[src/rtl/mat_cache_reader.sv]
// mat_cache_reader: drains one WIDTH x WIDTH MatCache slot (rows or diagonals) as a stream of elements.
// Latency: cache read one cycle after start, first element the cycle after. Optional macro MAT_READER_PREFETCH_EN removes the per-vector fetch bubble.
// Backpressure: out_valid/out_data/out_vec/out_idx hold while out_ready is low. The next vector is fetched only after the last handshake.

typedef enum logic [1:0] {
    MAT_DATA_READ_ROW  = 2'd0,
    MAT_DATA_READ_DIAG = 2'd1
} MatDataReadOp_t;

module mat_cache_reader #(
    parameter int WIDTH      = 4,
    parameter int CACHE_SIZE = 4,
    parameter int DATA_BITS  = 32
) (
    input  logic                            clock,
    input  logic                            reset,
    input  logic                            start,
    input  logic [$clog2(CACHE_SIZE)-1:0]   start_addr,
    input  logic                            start_diag,
    output logic                            busy,
    output MatDataReadOp_t                  read_op,
    output logic [$clog2(CACHE_SIZE)-1:0]   read_addr1,
    output logic [$clog2(CACHE_SIZE)-1:0]   read_addr2,
    output logic [$clog2(WIDTH)-1:0]        read_param,
    input  logic [WIDTH-1:0][DATA_BITS-1:0] data_out,
    output logic [DATA_BITS-1:0]            out_data,
    output logic                            out_valid,
    input  logic                            out_ready,
    output logic [$clog2(WIDTH)-1:0]        out_vec,
    output logic [$clog2(WIDTH)-1:0]        out_idx,
    output logic                            out_last,
    output logic                            done
);
    localparam int AW = $clog2(CACHE_SIZE);
    localparam int IW = $clog2(WIDTH);
    localparam logic [IW-1:0] LAST_IDX = IW'(WIDTH - 1);

    typedef enum logic [1:0] {S_IDLE, S_FETCH, S_STREAM, S_DONE} state_t;

    state_t                          state_q, state_d;
    logic [IW-1:0]                   vec_q, vec_d;
    logic [IW-1:0]                   elem_q, elem_d;
    MatDataReadOp_t                  op_q, op_d;
    logic [AW-1:0]                   addr_q, addr_d;
    logic [IW-1:0]                   param_q, param_d;
    logic [WIDTH-1:0][DATA_BITS-1:0] buf0_q, buf0_d;
    logic                            hs;
`ifdef MAT_READER_PREFETCH_EN
    localparam logic [IW-1:0] PENULT_IDX = IW'(WIDTH - 2);
    logic [WIDTH-1:0][DATA_BITS-1:0] buf1_q, buf1_d;
    logic                            sel_q, sel_d;       // buffer currently being streamed
    logic                            pf_done_q, pf_done_d; // next vector already captured
`endif

    assign busy       = (state_q == S_FETCH) || (state_q == S_STREAM);
    assign done       = (state_q == S_DONE);
    assign out_valid  = (state_q == S_STREAM);
    assign out_last   = out_valid && (vec_q == LAST_IDX) && (elem_q == LAST_IDX);
    assign out_vec    = vec_q;
    assign out_idx    = elem_q;
    assign hs         = out_valid && out_ready;
    assign read_op    = op_q;
    assign read_addr1 = addr_q;
    assign read_addr2 = addr_q;
    assign read_param = param_q;
`ifdef MAT_READER_PREFETCH_EN
    assign out_data   = sel_q ? buf1_q[elem_q] : buf0_q[elem_q];
`else
    assign out_data   = buf0_q[elem_q];
`endif

    // Next state: FSM transitions, element/vector counters, cache request and vector capture
    always_comb begin
        state_d = state_q;
        vec_d   = vec_q;
        elem_d  = elem_q;
        op_d    = op_q;
        addr_d  = addr_q;
        param_d = param_q;
        buf0_d  = buf0_q;
`ifdef MAT_READER_PREFETCH_EN
        buf1_d    = buf1_q;
        sel_d     = sel_q;
        pf_done_d = pf_done_q;
`endif
        case (state_q)
            S_IDLE: begin
                if (start) begin
                    state_d = S_FETCH;
                    vec_d   = '0;
                    elem_d  = '0;
                    addr_d  = start_addr;
                    op_d    = start_diag ? MAT_DATA_READ_DIAG : MAT_DATA_READ_ROW;
                    param_d = '0;
                end
            end
            S_FETCH: begin
                // Cache read is combinational: capture in the cycle the address is presented
`ifdef MAT_READER_PREFETCH_EN
                if (sel_q) buf1_d = data_out;
                else       buf0_d = data_out;
                pf_done_d = 1'b0;
`else
                buf0_d = data_out;
`endif
                elem_d  = '0;
                state_d = S_STREAM;
            end
            S_STREAM: begin
`ifdef MAT_READER_PREFETCH_EN
                // Point the cache at vec+1 as the last element comes up, capture it once into the idle buffer
                if (hs && (elem_q == PENULT_IDX) && (vec_q != LAST_IDX)) begin
                    param_d = vec_q + IW'(1);
                end
                if ((elem_q == LAST_IDX) && (vec_q != LAST_IDX) && !pf_done_q) begin
                    if (sel_q) buf0_d = data_out;
                    else       buf1_d = data_out;
                    pf_done_d = 1'b1;
                end
`endif
                if (hs) begin
                    if (elem_q == LAST_IDX) begin
                        elem_d = '0;
                        if (vec_q == LAST_IDX) begin
                            vec_d   = '0;
                            state_d = S_DONE;
                        end else begin
                            vec_d = vec_q + IW'(1);
`ifdef MAT_READER_PREFETCH_EN
                            sel_d     = ~sel_q;
                            pf_done_d = 1'b0;
`else
                            param_d = vec_q + IW'(1);
                            state_d = S_FETCH;
`endif
                        end
                    end else begin
                        elem_d = elem_q + IW'(1);
                    end
                end
            end
            S_DONE:  state_d = S_IDLE;
            default: state_d = S_IDLE;
        endcase
    end

    // State and datapath registers; reset abandons any drain in flight
    always_ff @(posedge clock or posedge reset) begin
        if (reset) begin
            state_q <= S_IDLE;
            vec_q   <= '0;
            elem_q  <= '0;
            op_q    <= MAT_DATA_READ_ROW;
            addr_q  <= '0;
            param_q <= '0;
            buf0_q  <= '0;
`ifdef MAT_READER_PREFETCH_EN
            buf1_q    <= '0;
            sel_q     <= 1'b0;
            pf_done_q <= 1'b0;
`endif
        end else begin
            state_q <= state_d;
            vec_q   <= vec_d;
            elem_q  <= elem_d;
            op_q    <= op_d;
            addr_q  <= addr_d;
            param_q <= param_d;
            buf0_q  <= buf0_d;
`ifdef MAT_READER_PREFETCH_EN
            buf1_q    <= buf1_d;
            sel_q     <= sel_d;
            pf_done_q <= pf_done_d;
`endif
        end
    end
endmodule

[config.mk]
export PLATFORM = sky130hd
export DESIGN_NAME = mat_cache_reader
export DESIGN_NICKNAME = d
export VERILOG_FILES = /design/src/rtl/mat_cache_reader.sv
export SDC_FILE = /design/constraint.sdc
export NUM_CORES = 1
export LEC_CHECK = 0
export CORE_MARGIN = 1.5
export CORE_UTILIZATION = 40
export CTS_CLUSTER_SIZE = 14
export DETAILED_ROUTE_END_ITERATION = 10
export PLACE_DENSITY_LB_ADDON = 0.3
export SLEW_MARGIN = 5
export SYNTH_ARGS = -nofsm -noshare
export SYNTH_HDL_FRONTEND = slang
export SYNTH_SLANG_ARGS = --single-unit
[constraint.sdc]
create_clock -name clock -period 7.2 [get_ports clock]
set_clock_uncertainty 0.1 [all_clocks]
set_input_delay 1.44 -clock clock [delete_from_list [all_inputs] [get_ports clock]]
set_output_delay 1.44 -clock clock [all_outputs]
set_load 0.005 [all_outputs]
# Word level (Yosys, flattened, before mapping)

Index checks and enable logic that the tools add are counted.

Bits in registers: 140
Input port bits: 135
Output and inout bits: 48
Word-level logic and storage cells: 54

Add/subtract/negate cells: 2
Magnitude comparators: 1
Equality and inequality tests: 9
Muxes and demuxes: 20
Reductions and logical operators: 12

Operators by type and width:

| operator              | number |
|---|---|
| $bmux W32 S2          | 1 |
| $mux W32              | 1 |
| $mux W2               | 13 |
| $eq A2 B2 Y1 const B  | 4 |
| $pmux W2 S2           | 2 |
| $pmux W2 S4           | 1 |
| $pmux W2 S3           | 1 |
| $reduce_and A3 Y1     | 2 |
| $reduce_and A5 Y1     | 1 |
| $add A2 B1 Y2 const B | 2 |
| $ne A2 B1 Y1 const B  | 2 |
| $ne A2 B2 Y1 const B  | 2 |
| $reduce_and A4 Y1     | 1 |
| $logic_and A1 B1 Y1   | 3 |
| $lt A2 B3 Y1 const B  | 1 |
| $reduce_bool A3 Y1    | 1 |
| $eq A2 B1 Y1 const B  | 1 |
| $logic_not A2 Y1      | 1 |
| $reduce_and A2 Y1     | 1 |
| $reduce_bool A2 Y1    | 1 |
| $logic_or A1 B1 Y1    | 1 |
| $mux W1               | 1 |

# Depth between registers and ports, before layout

Depth in word-level cells: 5
Gate-level depth with buffers: 6

# Least setup slack after synthesis

OpenSTA, ideal clock, no wires.

Path type: reg2out
From: register elem_q[0], in the netlist out_idx[0]
To: output port out_data[10]
Data arrival time: 1.184 ns
Required time: 5.660 ns
Setup slack: 4.476 ns
Stages on the path, launching flop included: 4
Buffers on the path: 2
Cell sequence: dfrtp_1 buf_6 buf_12 mux4_2

Word-level cells in the longest chain between the ends: 2

RTL lines:

| element                        | line | RTL |
|---|---|---|
| start: declaration             | 42   | `logic [IW-1:0] elem_q, elem_d;` |
| start signal: assignment       | 165  | `elem_q <= elem_d;` |
| $bmux W32 S2                   | 69   | `assign out_data = buf0_q[elem_q];` |
| $mux W32 (implied by the code) | 69   |  |
| end: declaration               | 26   | `output logic [DATA_BITS-1:0] out_data,` |

No other way between the ends. The select of a mux whose other input is x is not followed.

# Final worst setup path

From: register elem_q[0], in the netlist out_idx[0]
To: output port out_data[2]

The elaborated chain is that of the path after synthesis.

==> metrics.csv <==
stage,metric,value,unit
hold_path,WHS Path Cells,1,
floorplanning,area of the die,0.0162,mm²
floorplanning,Site Rows,45,
sta,fin. max-slew vios,0,
drt,initial DRC count,183,
power_and_ir_drop,Net Sw Frac,0.275,
layout,# fillers,1189,
sta,RSZ-0062 raised after global routing,false,
sta,final hold violations,0,
clock_tree,clk sinks,139,
synth,Post-Syn Area,0.00617,mm²
status,status,completed,
drt,DR WL/cell,18.0,µm
setup_path,crit path max-delay cell type,dfrtp_2,
sta,setup tns final,0,ns
clock_tree,Worst-Skew Late Latency,0.41,ns
placement,gpl congestion,0.779,
setup_path,Required @ worst endpoint,5.66,ns
sta,"Period Utilization, post-route",0.575,
clock_tree,hold_buf cts,0,
power_and_ir_drop,Comb power frac,0.413,
hold_path,HP Class,reg -> reg,
drt,# DRC,0,
clock_tree,H-tree depth,4,
drt,vias per cell,5.08,
placement,pre-CTS WS,3.41,ns
setup_path,worst setup path class,reg -> out,
clock_tree,setup bufs post-CTS,0,
global_routing,Tot GR Track Use,0.176,
sta,worst slew pin tran,0.983,ns
synth,sequential fraction of the synthesis area,0.564,
synth,fraction of registers with async set/reset,1.00,
layout,Area Overhead vs Synth,41.1,%
sta,setup ws final,3.06,ns
clock_tree,CTS tree,yes,
clock_tree,CTS Buf Count,17,
clock_tree,Worst-path clk slew,0.06,ns
synth,Ys Warns,0,
drt,ANT nets after route,0,
setup_path,slowest cell delay on critical path,0.63,ns
floorplanning,Die X,127,µm
synth,#FFs+latches synth,139,
setup_path,Critical Path AT,2.60,ns
clock_tree,post_cts resized,0,
setup_path,Worst setup EP type,output port,
setup_path,Worst R2R Setup Slack,4.41,ns
clock_tree,CTS Buffer Depth,2,
power_and_ir_drop,Clk pwr share,0.231,
global_routing,global route overflow,0,
hold_path,Hold Path Origin,buf0_q[88]$_DFFE_PP0N_,
power_and_ir_drop,maximum VDD drop,0.413,mV
sta,f_max,241,MHz
setup_path,maximum fanout along the worst path,22,
drt,final WL,13.4,mm
synth,Cells after Synth,367,
layout,Final #Nets,686,
drt,DR pass1 iterations,4,
job,max cap viols,0,
sta,Relative slew margins,0.345,
drt,Vias,3793,
power_and_ir_drop,Pwr Density,459,mW/mm²
global_routing,largest net degree at the start of global routing,78,
synth,syn nets,509,
placement,HPWL after DPL,9.19,mm
power_and_ir_drop,Seq pwr share,0.356,
power_and_ir_drop,total power,4000,µW
power_and_ir_drop,Switch Pwr,1100,µW
synth,Mapped Avg Cell Area,16.8,µm²
layout,layout cells sized above 1,0.359,
synth,Unique masters post-synth,26,
floorplanning,Starting Density,0.407,
setup_path,crit path launch type,flop,
layout,most frequent cells in the layout,"clkdlybuf4s50_1, dfrtp_1, mux2_2",
power_and_ir_drop,Int Pwr,2900,µW
placement,Port Buffers,181,
layout,"commonest non-fill, non-tap cell in the layout",clkdlybuf4s50_1,
sta,Final setup viols,0,
synth,Post-synth EDFFs,0,
setup_path,Reg2Reg Depth,4,
power_and_ir_drop,Leak,0.00349,µW
global_routing,first-pass GRT wire length,21.7,mm
setup_path,"critical path, cell by cell",buf_4 > mux4_2 > clkdlybuf4s50_1,
global_routing,antenna violations before repair,1,
sta,hold_ws,0.400,ns
sta,Final min period,4.14,ns
setup_path,RR Startpoint,state_q[1]$_DFFE_PP0P_,
clock_tree,clk root buf,clkbuf_16,
hold_path,Hold Crit Endpoint,buf0_q[88]$_DFFE_PP0N_,
synth,Main synth FF type,dfrtp_1,
global_routing,vias in the first global route,4236,
floorplanning,Die Ht,127,µm
setup_path,R2R Path End,buf0_q[2]$_DFFE_PP0N_,
floorplanning,I/O pin cnt,183,
floorplanning,core area,0.0151,mm²
power by group through the flow:
stage	logic (µW)	clock network, µW	registers (µW)
6_report	1650	925	1420
4_1_cts	1680	947	1430
5_1_grt	1790	984	1480
3_3_place_gp	1630	0	1420
2_1_floorplan	1160	0	1330
3_5_place_dp	1670	0	1440
how the worst max path moves through the flow:
stage,endpoint,cells past startpoint,from,slack (ns)
after floorplan,buf0_q[0]$_DFFE_PP0N_,1,reset,1.94
after global placement,out_data[9],3,out_idx[0]$_DFFE_PP0P_,3.44
after detailed placement,out_data[2],3,out_idx[0]$_DFFE_PP0P_,3.41
after CTS,out_data[2],3,out_idx[0]$_DFFE_PP0P_,2.95
after global routing,out_data[2],3,out_idx[0]$_DFFE_PP0P_,2.87
final,out_data[2],3,out_idx[0]$_DFFE_PP0P_,3.06
cells in the mapped netlist, types with 2 or more instances:
master   instances  share of area
dfrtp_1        139           0.56
ha_1             7          0.014
mux4_1           4          0.017
buf_12           3         0.0097
nor2_1           2         0.0012
a32o_1           3         0.0049
mux2_2         132           0.24
buf_4            3         0.0037
nand2_1          4         0.0024
a31oi_1          3         0.0030
mux4_2          28           0.10
inv_1            6         0.0037
buf_2           18          0.015
a22o_1           3         0.0043
worst max-delay path: cells and delay by family (launching register included):
| kind | cells | cell delay, ns |
|---|---|---|
| buf+inv | 2 | 0.97 |
| mux | 1 | 0.59 |
| flops | 1 | 0.63 |
routing by layer:
layer	routed length, µm	up-vias	GRT usage	share of wire
met1	5650	1937	0.209	0.42
met4	144	0	0.0702	0.011
met3	964	9	0.0699	0.072
met5	0	-	0	0
met2	6680	120	0.290	0.50
li1	-	1727	-	-
cell families after synthesis:
logic type / after synthesis / share of synthesized area
and+or+nand+nor: 11 / 0.00852
other: 1 / 0.000608
adders and majority gates: 7 / 0.0142
muxes: 164 / 0.360
buffers and inverters: 32 / 0.0341
AOI/OAI and AO/OA: 13 / 0.0185
DFF: 139 / 0.564
area by class of cell:
type,instances,area (µm²),area share
repair buffers,184,1830,0.211
multi-input cells,196,2490,0.286
well taps,188,235,0.0270
inverters,6,27.5,0.00316
clock buffers,18,439,0.0505
diodes,1,2.50,0.000287
flip-flops and latches,139,3480,0.400
clock inverters,14,193,0.0221
through the flow:
| step | cell area [µm²] | utilization | std cells |
|---|---|---|---|
| final | 8700 | 0.575 | 746 |
| after floorplan | 6170 | - | 367 |
| after CTS | 8700 | 0.575 | 745 |
| after global routing | 8700 | 0.575 | 746 |
| after global placement | 8070 | 0.533 | 713 |
| after detailed placement | 8070 | 0.533 | 713 |
flip-flops by register name, indices dropped and copies added, names as in the netlist:
register / flops
buf0_q: 128
out_idx: 2
out_vec: 2
read_addr1: 2
read_param: 2
state_q: 2
read_op: 1
Note: power is estimated with default switching activity, not from simulation.
